<file path="config.mk">
export PLATFORM = sky130hd
export DESIGN_NAME = filter_select_ctrl_flat
export DESIGN_NICKNAME = d
export VERILOG_FILES = /design/src/rtl/filter_select_pkg.sv /design/src/rtl/filter_select_ctrl_if.sv /design/src/rtl/button_debounce.sv /design/src/rtl/filter_select_ctrl.sv /design/src/flat_wrapper.sv
export SDC_FILE = /design/constraint.sdc
export NUM_CORES = 1
export LEC_CHECK = 0
export CAP_MARGIN = 20
export CORE_MARGIN = 1.5
export CORE_UTILIZATION = 65
export DETAILED_ROUTE_END_ITERATION = 10
export PLACE_DENSITY_LB_ADDON = 0.25
export SLEW_MARGIN = 20
export SYNTH_ARGS = -nofsm -noshare
export SYNTH_HDL_FRONTEND = slang
export SYNTH_SLANG_ARGS = --single-unit
</file>
<file path="constraint.sdc">
create_clock -name clk_in -period 3.9 [get_ports clk_in]
set_input_delay 0.78 -clock clk_in [delete_from_list [all_inputs] [get_ports clk_in]]
set_output_delay 0.78 -clock clk_in [all_outputs]
set_load 0.05 [all_outputs]
</file>
<file path="src/rtl/filter_select_pkg.sv">
// Shared definitions for the filter-selection screen.
// Holds the browse/confirm state type, the option count and select width,
// the box origin coordinates used to place the selection arrow, and the
// wrap-around step helper.
package filter_select_pkg;

    typedef enum logic [0:0] {
        BROWSE    = 1'b0,
        CONFIRMED = 1'b1
    } sel_state_t;

    localparam int NUM_FILTERS = 6;
    localparam int SEL_W       = 3;

    // Box origins on screen, used by the compositor for arrow placement.
    localparam logic [10:0] BOX_X0 = 11'd120;
    localparam logic [10:0] BOX_X1 = 11'd460;
    localparam logic [10:0] BOX_X2 = 11'd800;
    localparam logic [10:0] BOX_Y  = 11'd334;

    // One step of the selection index with explicit wrap at num_opts-1.
    // Overflow of the 3-bit field is never relied on, so 6 and 7 stay unreachable.
    function automatic logic [SEL_W-1:0] sel_step(
        input logic [SEL_W-1:0] cur,
        input logic             dir_right,
        input int unsigned      num_opts
    );
        logic [SEL_W-1:0] last_v;
        logic [SEL_W-1:0] next_v;
        last_v = SEL_W'(num_opts - 32'd1);
        if (dir_right) begin
            if (cur == last_v) begin
                next_v = {SEL_W{1'b0}};
            end else begin
                next_v = cur + SEL_W'(1'b1);
            end
        end else begin
            if (cur == {SEL_W{1'b0}}) begin
                next_v = last_v;
            end else begin
                next_v = cur - SEL_W'(1'b1);
            end
        end
        return next_v;
    endfunction

endpackage

</file>
<file path="src/rtl/filter_select_ctrl_if.sv">
// Button/selection bundle between the front panel and the compositor.
//   btn_*_in      : raw push-buttons, asynchronous to the pixel clock
//   left_out      : one-cycle pulse per accepted left step
//   right_out     : one-cycle pulse per accepted right step
//   select_out    : registered selection index 0..NUM_FILTERS-1
//   changed_out   : one-cycle pulse when select_out takes a new value
//   confirmed_out : level, high while the selection is confirmed
// slave  : the controller side (consumes buttons, drives selection)
// master : the environment side (drives buttons, observes selection)
interface filter_select_ctrl_if;
    import filter_select_pkg::*;

    logic             btn_left_in;
    logic             btn_right_in;
    logic             btn_confirm_in;
    logic             left_out;
    logic             right_out;
    logic [SEL_W-1:0] select_out;
    logic             changed_out;
    logic             confirmed_out;

    modport slave (
        input  btn_left_in, btn_right_in, btn_confirm_in,
        output left_out, right_out, select_out, changed_out, confirmed_out
    );

    modport master (
        output btn_left_in, btn_right_in, btn_confirm_in,
        input  left_out, right_out, select_out, changed_out, confirmed_out
    );
endinterface

</file>
<file path="src/rtl/button_debounce.sv">
// Synchroniser + debouncer for one raw push-button.
//   clk_in    : pixel clock
//   rst_n_in  : asynchronous active-low reset
//   btn_in    : raw button level, asynchronous to clk_in
//   press_out : one-cycle pulse on each debounced 0->1 transition
// The debounced level only flips after DEBOUNCE_CYCLES consecutive cycles in
// which the synchronised input disagrees with it; releases produce no pulse.
module button_debounce #(
    parameter int DEBOUNCE_CYCLES = 742_500
) (
    input  logic clk_in,
    input  logic rst_n_in,
    input  logic btn_in,
    output logic press_out
);
    localparam int CNT_W = (DEBOUNCE_CYCLES > 1) ? $clog2(DEBOUNCE_CYCLES) : 1;
    localparam logic [CNT_W-1:0] CNT_MAX = CNT_W'(DEBOUNCE_CYCLES - 1);

    logic             sync1_q, sync1_d;
    logic             sync2_q, sync2_d;
    logic             level_q, level_d;
    logic             press_q, press_d;
    logic [CNT_W-1:0] cnt_q,   cnt_d;

    // Next-state: counter runs only while the synchronised input disagrees.
    always_comb begin
        sync1_d = btn_in;
        sync2_d = sync1_q;
        level_d = level_q;
        cnt_d   = cnt_q;
        if (sync2_q == level_q) begin
            cnt_d = {CNT_W{1'b0}};
        end else if (cnt_q == CNT_MAX) begin
            level_d = ~level_q;
            cnt_d   = {CNT_W{1'b0}};
        end else begin
            cnt_d = cnt_q + CNT_W'(1'b1);
        end
        // Registered with the level flip so the pulse lands the cycle level rises.
        press_d = level_d & ~level_q;
    end

    // State registers with asynchronous clear.
    always_ff @(posedge clk_in or negedge rst_n_in) begin
        if (!rst_n_in) begin
            sync1_q <= 1'b0;
            sync2_q <= 1'b0;
            level_q <= 1'b0;
            press_q <= 1'b0;
            cnt_q   <= {CNT_W{1'b0}};
        end else begin
            sync1_q <= sync1_d;
            sync2_q <= sync2_d;
            level_q <= level_d;
            press_q <= press_d;
            cnt_q   <= cnt_d;
        end
    end

    assign press_out = press_q;
endmodule

</file>
<file path="src/rtl/filter_select_ctrl.sv">
// Button front-end for the filter-selection screen.
//   clk_in   : pixel clock, the only clock in the block
//   rst_n_in : asynchronous active-low reset
//   bus      : slave side of filter_select_ctrl_if (raw buttons in,
//              step pulses / select index / confirm level out)
// Debounces left/right/confirm and runs the browse/confirm state machine.
// Every output is a flop so the compositor sees no combinational path
// back from the buttons.
module filter_select_ctrl
    import filter_select_pkg::*;
#(
    parameter int          DEBOUNCE_CYCLES = 742_500,
    parameter int unsigned NUM_OPTIONS     = NUM_FILTERS
) (
    input  logic                 clk_in,
    input  logic                 rst_n_in,
    filter_select_ctrl_if.slave  bus
);
    logic left_press_s;
    logic right_press_s;
    logic confirm_press_s;

    button_debounce #(.DEBOUNCE_CYCLES(DEBOUNCE_CYCLES)) u_deb_left (
        .clk_in    (clk_in),
        .rst_n_in  (rst_n_in),
        .btn_in    (bus.btn_left_in),
        .press_out (left_press_s)
    );

    button_debounce #(.DEBOUNCE_CYCLES(DEBOUNCE_CYCLES)) u_deb_right (
        .clk_in    (clk_in),
        .rst_n_in  (rst_n_in),
        .btn_in    (bus.btn_right_in),
        .press_out (right_press_s)
    );

    button_debounce #(.DEBOUNCE_CYCLES(DEBOUNCE_CYCLES)) u_deb_confirm (
        .clk_in    (clk_in),
        .rst_n_in  (rst_n_in),
        .btn_in    (bus.btn_confirm_in),
        .press_out (confirm_press_s)
    );

    sel_state_t       state_q,     state_d;
    logic [SEL_W-1:0] select_q,    select_d;
    logic             left_q,      left_d;
    logic             right_q,     right_d;
    logic             changed_q,   changed_d;
    logic             confirmed_q, confirmed_d;

    // Browse/confirm decisions; confirm outranks steps, simultaneous
    // left+right cancel each other.
    always_comb begin
        state_d   = state_q;
        select_d  = select_q;
        left_d    = 1'b0;
        right_d   = 1'b0;
        changed_d = 1'b0;
        case (state_q)
            BROWSE: begin
                if (confirm_press_s) begin
                    state_d = CONFIRMED;
                end else if (right_press_s && !left_press_s) begin
                    select_d  = sel_step(select_q, 1'b1, NUM_OPTIONS);
                    right_d   = 1'b1;
                    changed_d = 1'b1;
                end else if (left_press_s && !right_press_s) begin
                    select_d  = sel_step(select_q, 1'b0, NUM_OPTIONS);
                    left_d    = 1'b1;
                    changed_d = 1'b1;
                end else begin
                    state_d = BROWSE;
                end
            end
            CONFIRMED: begin
                if (confirm_press_s) begin
                    state_d = BROWSE;
                end else begin
                    state_d = CONFIRMED;
                end
            end
            default: begin
                state_d = BROWSE;
            end
        endcase
        confirmed_d = (state_d == CONFIRMED);
    end

    // FSM state and registered outputs.
    always_ff @(posedge clk_in or negedge rst_n_in) begin
        if (!rst_n_in) begin
            state_q     <= BROWSE;
            select_q    <= {SEL_W{1'b0}};
            left_q      <= 1'b0;
            right_q     <= 1'b0;
            changed_q   <= 1'b0;
            confirmed_q <= 1'b0;
        end else begin
            state_q     <= state_d;
            select_q    <= select_d;
            left_q      <= left_d;
            right_q     <= right_d;
            changed_q   <= changed_d;
            confirmed_q <= confirmed_d;
        end
    end

    assign bus.left_out      = left_q;
    assign bus.right_out     = right_q;
    assign bus.select_out    = select_q;
    assign bus.changed_out   = changed_q;
    assign bus.confirmed_out = confirmed_q;
endmodule

</file>
<file path="src/flat_wrapper.sv">
// flat-port wrapper written by rule: the top's interface ports become plain ports
module filter_select_ctrl_flat import filter_select_pkg::*;
#(
    parameter int          DEBOUNCE_CYCLES = 742_500,
    parameter int unsigned NUM_OPTIONS     = NUM_FILTERS
)
  (clk_in, rst_n_in, bus_btn_left_in, bus_btn_right_in, bus_btn_confirm_in, bus_left_out, bus_right_out, bus_select_out, bus_changed_out, bus_confirmed_out);
  filter_select_ctrl_if bus_i ();
  input  logic clk_in;
  input  logic rst_n_in;
  input wire logic [$bits(bus_i.btn_left_in)-1:0] bus_btn_left_in;
  input wire logic [$bits(bus_i.btn_right_in)-1:0] bus_btn_right_in;
  input wire logic [$bits(bus_i.btn_confirm_in)-1:0] bus_btn_confirm_in;
  output wire logic [$bits(bus_i.left_out)-1:0] bus_left_out;
  output wire logic [$bits(bus_i.right_out)-1:0] bus_right_out;
  output wire logic [$bits(bus_i.select_out)-1:0] bus_select_out;
  output wire logic [$bits(bus_i.changed_out)-1:0] bus_changed_out;
  output wire logic [$bits(bus_i.confirmed_out)-1:0] bus_confirmed_out;
  assign bus_i.btn_left_in = bus_btn_left_in;
  assign bus_i.btn_right_in = bus_btn_right_in;
  assign bus_i.btn_confirm_in = bus_btn_confirm_in;
  assign bus_left_out = bus_i.left_out;
  assign bus_right_out = bus_i.right_out;
  assign bus_select_out = bus_i.select_out;
  assign bus_changed_out = bus_i.changed_out;
  assign bus_confirmed_out = bus_i.confirmed_out;
  filter_select_ctrl #(.DEBOUNCE_CYCLES(DEBOUNCE_CYCLES), .NUM_OPTIONS(NUM_OPTIONS)) u_core (.clk_in(clk_in), .rst_n_in(rst_n_in), .bus(bus_i));
endmodule
</file>
==> summary.md, run 1 <==
| Metric | Value |
|---|---|
| Drt pass-1 iters | `4` |
| Worst flop-to-flop path endpoint | `u_core.u_deb_right.cnt_q[19]$_DFF_PN0_` |
| Critical Path RT | `3.12 ns` |
| DR iter-0 viols | `between 100 and 150` |
| # rows | `27` |
| Top delay family on crit path | `buffers and inverters` |
| Cts hold-fix bufs | `0` |
| CTS Buffer Depth | `2` |
| Leakage power | `0.00174 uW` |
| Ratio of total power to cell area | `341 mW/mm2` |
| Dpl ws | `1.71 ns` |
| Yosys cell types | `39` |
| # setup viols final | `0` |
| Slowest cell on the critical path | `clkdlybuf4s50_1` |
| Post-CTS repair timing setup buffer count | `0` |
| DP Cell Count | `448` |
| GPL Wtd Cong | `approximately 0.87` |
| Hold depth | `0` |
| Hold endpoint | `u_core.u_deb_confirm.sync2_q$_DFF_PN0_` |
| Vias/cell | `between 6 and 7` |
| Number of global-route vias before repair | `2710` |
| DRT antenna net count | `0` |
| Maximum number of pins on one net before global-route repair | `80` |
| Fin cells | `around 460` |
| Die Wd | `about 80 um` |
| DR WL/cell | `15.6 um` |
| Initial antenna violation count | `0` |
| Status | `finished clean` |
| Io pins | `12` |
| Reg2Reg Setup Slack | `1.68 ns` |
| CTS Buf Count | `9` |
| Endpoints failing hold | `0` |
| Initial core utilization | `68.4%` |
| Min-delay src | `u_core.u_deb_confirm.sync1_q$_DFF_PN0_` |
| DP HPWL | `4770 um` |
| EDFF count, synth | `0` |
| Final Util | `74.5%` |
| Commonest non-fill, non-tap cell in the layout | `dfrtp_1` |
| Core outline area | `roughly 0.0056 mm2` |
| ANT cells | `0` |
| Worst clock skew | `slightly below 0.008 ns` |
| RSZ-0062 raised after global routing | `no` |
| Seq/Total Area, Yosys | `51.9%` |
| Vias | `2854` |
| CTS tree | `built` |
| CP Launch Type | `flop` |
| Slew @ Worst Pin | `0.961 ns` |
| Commonest non-fill, non-tap cells in the layout | `dfrtp_1 (79), nor2_1 (43), xor2_1 (27)` |
| Buffers on Ports | `11` |
| Max-capacitance violation count | `0` |
| Hold Path Class | `flop to flop` |
| Drt drc | `0` |
| Setup_tns | `0 ns` |
| Register-to-Register Path Depth | `5` |
| GRT Util Overall | `25.2%` |
| Die span in y | `79.6 um` |
| Syn nets | `~390` |
| Post_cts resized | `0` |
| DRT Wirelength | `~7200 um` |
| VDD IR-drop max | `0.182 mV` |
| Setup crit end kind | `output port` |
| Clock transition at the registers of the reported paths | `0.08 ns` |
| Fin crit share | `62.4%` |
| Crit-path cells | `clkdlybuf4s50_1` |
| WP buf/inv | `1` |
| Worst Path Arrival | `1.65 ns` |
| Htree depth | `3` |
| Critical-path maximum fanout | `8` |
| Post-Syn Area per Cell | `10.2 um2` |
| Worst-Skew Late Latency | `between 0.3 and 0.4 ns` |
| Area growth from synthesis to layout | `8.86%` |
| Max_slew headroom | `35.9%` |
| Ys async rst share | `between 90% and 100%` |
| CTS Root Cell | `clkbuf_8` |
| Yosys Warn Count | `0` |
| FF-to-FF Start | `u_core.u_deb_right.cnt_q[13]$_DFF_PN0_` |
| Synth Flop Type | `dfrtp_1` |
| First-pass GRT wire length | `12400 um` |
| FF+latch count, synth | `79` |
| Die area | `0.00633 mm2` |
| Highest cell delay on the worst timing path | `0.84 ns` |
| Post-Syn Area | `0.00381 mm2` |
| Layout cells sized above 1 | `6.14%` |
| Fin area | `0.00415 mm2` |
| Min setup slack post-route | `roughly 1.5 ns` |
| GR Overflow Total | `0` |
| WS Path Type | `flop to output port` |
| Syn Inst Count | `~370` |
| FMAX | `0.411 GHz` |
| # nets final | `between 400 and 500` |
| Post-Place Cell Area | `0.00399 mm2` |
| Max-slew violation count | `0` |
| CTS sink count | `79` |
| Final min period | `2.43 ns` |
-- final cells by class --
class | instances | area [um2]
sequential | 79 | 1980
fill | 387 | 1420
multi-input combinational | 271 | 1750
timing repair buffer | 13 | 123
inverter | 13 | 48.8
clock inverter | 4 | 22.5
clock buffer | 11 | 141
tap | 72 | 90.1
-- cells by family (layout without fill, tap and decap cells) --
| kind of cell | after synthesis | in the layout | synth area share (%) |
|---|---|---|---|
| simple gates | 173 | 173 | 25.4 |
| flops | 79 | 79 | 51.9 |
| fa+ha+maj | 9 | 9 | 2.95 |
| buf+inv | 22 | 41 | 2.43 |
| xor+xnor | 40 | 40 | 9.19 |
| mux | 3 | 3 | 0.886 |
| compound gates | 46 | 46 | 7.32 |
-- synth_stat cells (2+ instances only) --
| cell type | count | share of area [%] |
|---|---|---|
| nor2_1 | 43 | 4.2 |
| nor4_1 | 2 | 0.33 |
| clkbuf_1 | 3 | 0.30 |
| nor4b_1 | 6 | 1.4 |
| and4_1 | 8 | 1.8 |
| a21oi_1 | 20 | 2.6 |
| or4_1 | 13 | 2.6 |
| dfrtp_1 | 79 | 52 |
| nand2b_1 | 2 | 0.33 |
| o31ai_1 | 9 | 1.8 |
| nand4_1 | 15 | 2.5 |
| xnor2_1 | 13 | 3.0 |
| and3_1 | 11 | 1.8 |
| buf_2 | 5 | 0.66 |
| nand3_1 | 23 | 3.0 |
| or3_1 | 13 | 2.1 |
| ha_1 | 9 | 3.0 |
| nor3b_1 | 2 | 0.39 |
| mux2_2 | 2 | 0.59 |
| a221o_1 | 2 | 0.53 |
| xor2_1 | 27 | 6.2 |
| nand2_1 | 19 | 1.9 |
| o21ai_0 | 12 | 1.6 |
| nor3_1 | 7 | 0.92 |
| inv_1 | 13 | 1.3 |
-- metrics by stage --
step,hold slack (ns),power (uW)
floorplan,0.331,879
global placement,0.332,905
detailed placement,0.338,907
CTS,0.358,1420
global route,0.371,1460
finish,0.355,1410
-- flip-flops by register name (all words and copies together) (netlist names) --
name	flops
u_core.bus.changed_out	1
u_core.bus.left_out	1
u_core.bus.right_out	1
u_core.bus.select_out	3
u_core.state_q	1
u_core.u_deb_confirm.cnt_q	20
u_core.u_deb_confirm.level_q	1
u_core.u_deb_confirm.press_out	1
u_core.u_deb_confirm.sync1_q	1
u_core.u_deb_confirm.sync2_q	1
u_core.u_deb_left.cnt_q	20
u_core.u_deb_left.level_q	1
u_core.u_deb_left.press_out	1
u_core.u_deb_left.sync1_q	1
u_core.u_deb_left.sync2_q	1
u_core.u_deb_right.cnt_q	20
u_core.u_deb_right.level_q	1
u_core.u_deb_right.press_out	1
u_core.u_deb_right.sync1_q	1
u_core.u_deb_right.sync2_q	1
-- per-layer routing --
metal	GRT usage [%]	share of wire [%]	up-vias
li1	-	-	1372
met4	12.1	2.3	0
met3	4.00	2.9	14
met2	39.3	47	60
met5	0	0	-
met1	34.5	48	1408
-- how the worst max path moves through the flow --
| stage | slack, ns | start | end | cells after the start |
|---|---|---|---|---|
| final | 1.47 | u_core.bus.select_out[0]$_DFFE_PN0P_ | bus_select_out[0] | 1 |
| after global routing | 1.38 | u_core.bus.select_out[0]$_DFFE_PN0P_ | bus_select_out[0] | 1 |
| after CTS | 1.45 | u_core.bus.select_out[0]$_DFFE_PN0P_ | bus_select_out[0] | 1 |
| after detailed placement | 1.71 | u_core.u_deb_right.cnt_q[13]$_DFF_PN0_ | u_core.u_deb_right.cnt_q[17]$_DFF_PN0_ | 5 |
| after global placement | 1.81 | u_core.u_deb_right.cnt_q[13]$_DFF_PN0_ | u_core.u_deb_right.cnt_q[17]$_DFF_PN0_ | 5 |
| after floorplan | 2.03 | u_core.state_q$_DFF_PN0_ | u_core.bus.select_out[1]$_DFFE_PN0P_ | 6 |
-- report_power, final --
part	total, uW	switching, uW	internal (uW)
sequential	843	13.6	829
combinational	47.6	33.0	14.7
clock	523	281	242
No activity file was read; power rests on OpenSTA's default activity.
==> inputs of run 2 (changes only) <==
--- a/config.mk
+++ b/config.mk
@@ -7,7 +7,7 @@
 export LEC_CHECK = 0
 export CAP_MARGIN = 20
 export CORE_MARGIN = 1.5
-export CORE_UTILIZATION = 65
+export CORE_UTILIZATION = 55
 export DETAILED_ROUTE_END_ITERATION = 10
 export PLACE_DENSITY_LB_ADDON = 0.25
 export SLEW_MARGIN = 20
==> constraint.sdc (replaced) <==
create_clock -name clk_in -period 2.2 [get_ports clk_in]
set_input_delay 0.44 -clock clk_in [delete_from_list [all_inputs] [get_ports clk_in]]
set_output_delay 0.44 -clock clk_in [all_outputs]
set_load 0.05 [all_outputs]
==> summary.md, run 2 (synthesis gave the netlist of run 1 again) <==
| Metric | Value |
|---|---|
| Commonest non-fill, non-tap cells in the layout | `dfrtp_1 (79), nor2_1 (43), xor2_1 (27)` |
| Core outline area | `0.00676 mm2 (+21%)` |
| Post-CTS repair timing setup buffer count | `0 (unchanged)` |
| Min setup slack post-route | `0.0830 ns (-1.38 ns)` |
| FF-to-FF Start | `u_core.u_deb_left.cnt_q[7]$_DFF_PN0_` |
| Setup crit end kind | `output port` |
| Critical-path maximum fanout | `8 (unchanged)` |
| Initial core utilization | `56.4% (-12 points)` |
| CTS Root Cell | `clkbuf_8` |
| GR Overflow Total | `0 (unchanged)` |
| Critical Path RT | `1.76 ns (-1.36 ns)` |
| DP Cell Count | `462 (+3.1%)` |
| Layout cells sized above 1 | `8.04% (+1.9 points)` |
| Final min period | `2.12 ns` |
| Die Wd | `86.3 um (+8.4%)` |
| WP buf/inv | `1 (unchanged)` |
| P_int | `2270 uW (+110%)` |
| Ratio of total power to cell area | `676 mW/mm2 (+99%)` |
| ANT cells | `0 (unchanged)` |
| # setup viols final | `0 (unchanged)` |
| Max_slew headroom | `66.3% (+30 points)` |
| Clock transition at the registers of the reported paths | `0.09 ns (about the same)` |
| Highest cell delay on the worst timing path | `0.85 ns (about the same)` |
| CTS Buf Count | `9 (unchanged)` |
| Drt pass-1 iters | `5 (+1)` |
| CP Launch Type | `flop` |
| Die area | `0.00744 mm2 (+17%)` |
| Dpl ws | `0.326 ns (-1.38 ns)` |
| Slew @ Worst Pin | `0.503 ns (-0.458 ns)` |
| Register-to-Register Path Depth | `4 (-1)` |
| Max-capacitance violation count | `0 (unchanged)` |
| Cts hold-fix bufs | `0 (unchanged)` |
| Drt drc | `0 (unchanged)` |
| Setup_tns | `0 ns (unchanged)` |
| Vias | `2793 (-2.1%)` |
| Vias/cell | `5.84 (-5.2%)` |
| Fin area | `0.00430 mm2 (+3.7%)` |
| Maximum number of pins on one net before global-route repair | `45 (-44%)` |
| VDD IR-drop max | `0.512 mV (+180%)` |
| Top flop regs | `u_core.u_deb_confirm.cnt_q (20), u_core.u_deb_left.cnt_q (20), u_core.u_deb_right.cnt_q (20)` |
| Io pins | `12 (unchanged)` |
| CTS tree | `built` |
| Sw Pwr | `639 uW (+95%)` |
| Post-Place Cell Area | `0.00405 mm2 (+1.7%)` |
| Die span in y | `86.3 um (+8.4%)` |
| Worst Path Arrival | `1.68 ns (+0.03 ns)` |
| Endpoints failing hold | `0 (unchanged)` |
| Crit-path cells | `clkdlybuf4s50_1` |
| Status | `finished clean` |
| DRT Wirelength | `6860 um (-4.8%)` |
| First-pass GRT wire length | `12200 um (-1.3%)` |
| Post_cts resized | `0 (unchanged)` |
| RSZ-0062 raised after global routing | `no` |
| Initial antenna violation count | `0 (unchanged)` |
| Commonest non-fill, non-tap cell in the layout | `dfrtp_1` |
| Reg2Reg Setup Slack | `0.28 ns (-1.40 ns)` |
| DR iter-0 viols | `182 (+57%)` |
| WS Path Type | `flop to output port` |
| Htree depth | `3 (unchanged)` |
| GPL Wtd Cong | `0.890 (+2.2%)` |
| Comb power frac | `3.2% (-0.2 points)` |
| Fin crit share | `a little over nine tenths` |
| # rows | `30 (+11%)` |
| Max-slew violation count | `0 (unchanged)` |
| GRT Util Overall | `21.0% (-4.2 points)` |
| Switch share | `22.0% (-1.2 points)` |
| Worst clock skew | `0.0146 ns (+0.00675 ns)` |
| Slowest cell on the critical path | `clkdlybuf4s50_1` |
| Number of global-route vias before repair | `2684 (-0.96%)` |
| DRT antenna net count | `0 (unchanged)` |
| Fillers | `541 (+40%)` |
| # nets final | `407 (+1.5%)` |
| Hold Path Class | `input port to asynchronous set/reset pin` |
| DR WL/cell | `14.3 um (-7.8%)` |
| Sequential share of power | `51.2% (-8.4 points)` |
| Area growth from synthesis to layout | `12.9%` |
| Buffers on Ports | `11 (unchanged)` |
| CTS sink count | `79 (unchanged)` |
| Clk pwr share | `45.6% (+8.6 points)` |
| Final Util | `63.7% (-11 points)` |
| Leakage power | `0.00181 uW (+4.1%)` |
| Worst-Skew Late Latency | `0.35 ns (about the same)` |
| Top delay family on crit path | `buffers and inverters` |
| Worst flop-to-flop path endpoint | `u_core.u_deb_left.cnt_q[17]$_DFF_PN0_` |
| FMAX | `roughly 0.47 GHz` |
| DP HPWL | `4660 um (-2.4%)` |
| Fin cells | `478 (+3.2%)` |
| CTS Buffer Depth | `2 (unchanged)` |
[run 2: cell count changes in the layout (fill, tap and decap cells not counted), sizes merged]
cell | before | now
buf | 3 | 9
clkinv | 3 | 0
bufinv | 0 | 3
inv | 13 | 16
clkbuf | 11 | 9
[run 2: final cells by class]
cell class / count / area [um2] / share of cell area (%)
timing repair buffer: 19 / 180 / 4.19
tap: 80 / 100 / 2.33
clock buffer: 9 / 124 / 2.88
clock inverter: 7 / 126 / 2.94
sequential: 79 / 1980 / 45.9
inverter: 13 / 48.8 / 1.13
multi-input combinational: 271 / 1750 / 40.6
[run 2: metal layers]
layer / global-route usage, % / share of wire, %
met5: 0 / 0
met4: 8.21 / 1.2
met3: 4.67 / 3.8
met2: 32.1 / 46
met1: 29.5 / 49
[run 2: worst max-delay path by stage]
| stage | from | endpoint | slack, ns | cells after the start |
|---|---|---|---|---|
| finish | u_core.bus.select_out[0]$_DFFE_PN0P_ | bus_select_out[0] | 0.08 | 1 |
| CTS | u_core.bus.select_out[0]$_DFFE_PN0P_ | bus_select_out[0] | 0.07 | 1 |
| floorplan | u_core.state_q$_DFF_PN0_ | u_core.bus.select_out[1]$_DFFE_PN0P_ | 0.33 | 6 |
| detailed placement | u_core.u_deb_left.cnt_q[7]$_DFF_PN0_ | u_core.u_deb_left.cnt_q[17]$_DFF_PN0_ | 0.33 | 4 |
| global route | u_core.bus.select_out[0]$_DFFE_PN0P_ | bus_select_out[0] | 0.02 | 1 |
| global placement | u_core.u_deb_left.cnt_q[7]$_DFF_PN0_ | u_core.u_deb_left.cnt_q[18]$_DFF_PN0_ | 0.37 | 4 |
[run 2: power groups by stage]
stage / Sequential, uW / Clock [uW] / Combinational [uW]
floorplan: 1510 / 0 / 44.3
global placement: 1520 / 0 / 95.0
detailed placement: 1520 / 0 / 96.7
CTS: 1490 / 1370 / 96.6
global route: 1500 / 1420 / 109
finish: 1490 / 1330 / 93.0
[run 2: stage by stage]
| step | power [uW] | hold WS (ns) |
|---|---|---|
| 3_3_place_gp | 1620 | 0.334 |
| 6_report | 2910 | 0.0361 |
| 4_1_cts | 2960 | 0.0361 |
| 2_1_floorplan | 1560 | 0.144 |
| 3_5_place_dp | 1620 | 0.336 |
| 5_1_grt | 3020 | 0.0605 |
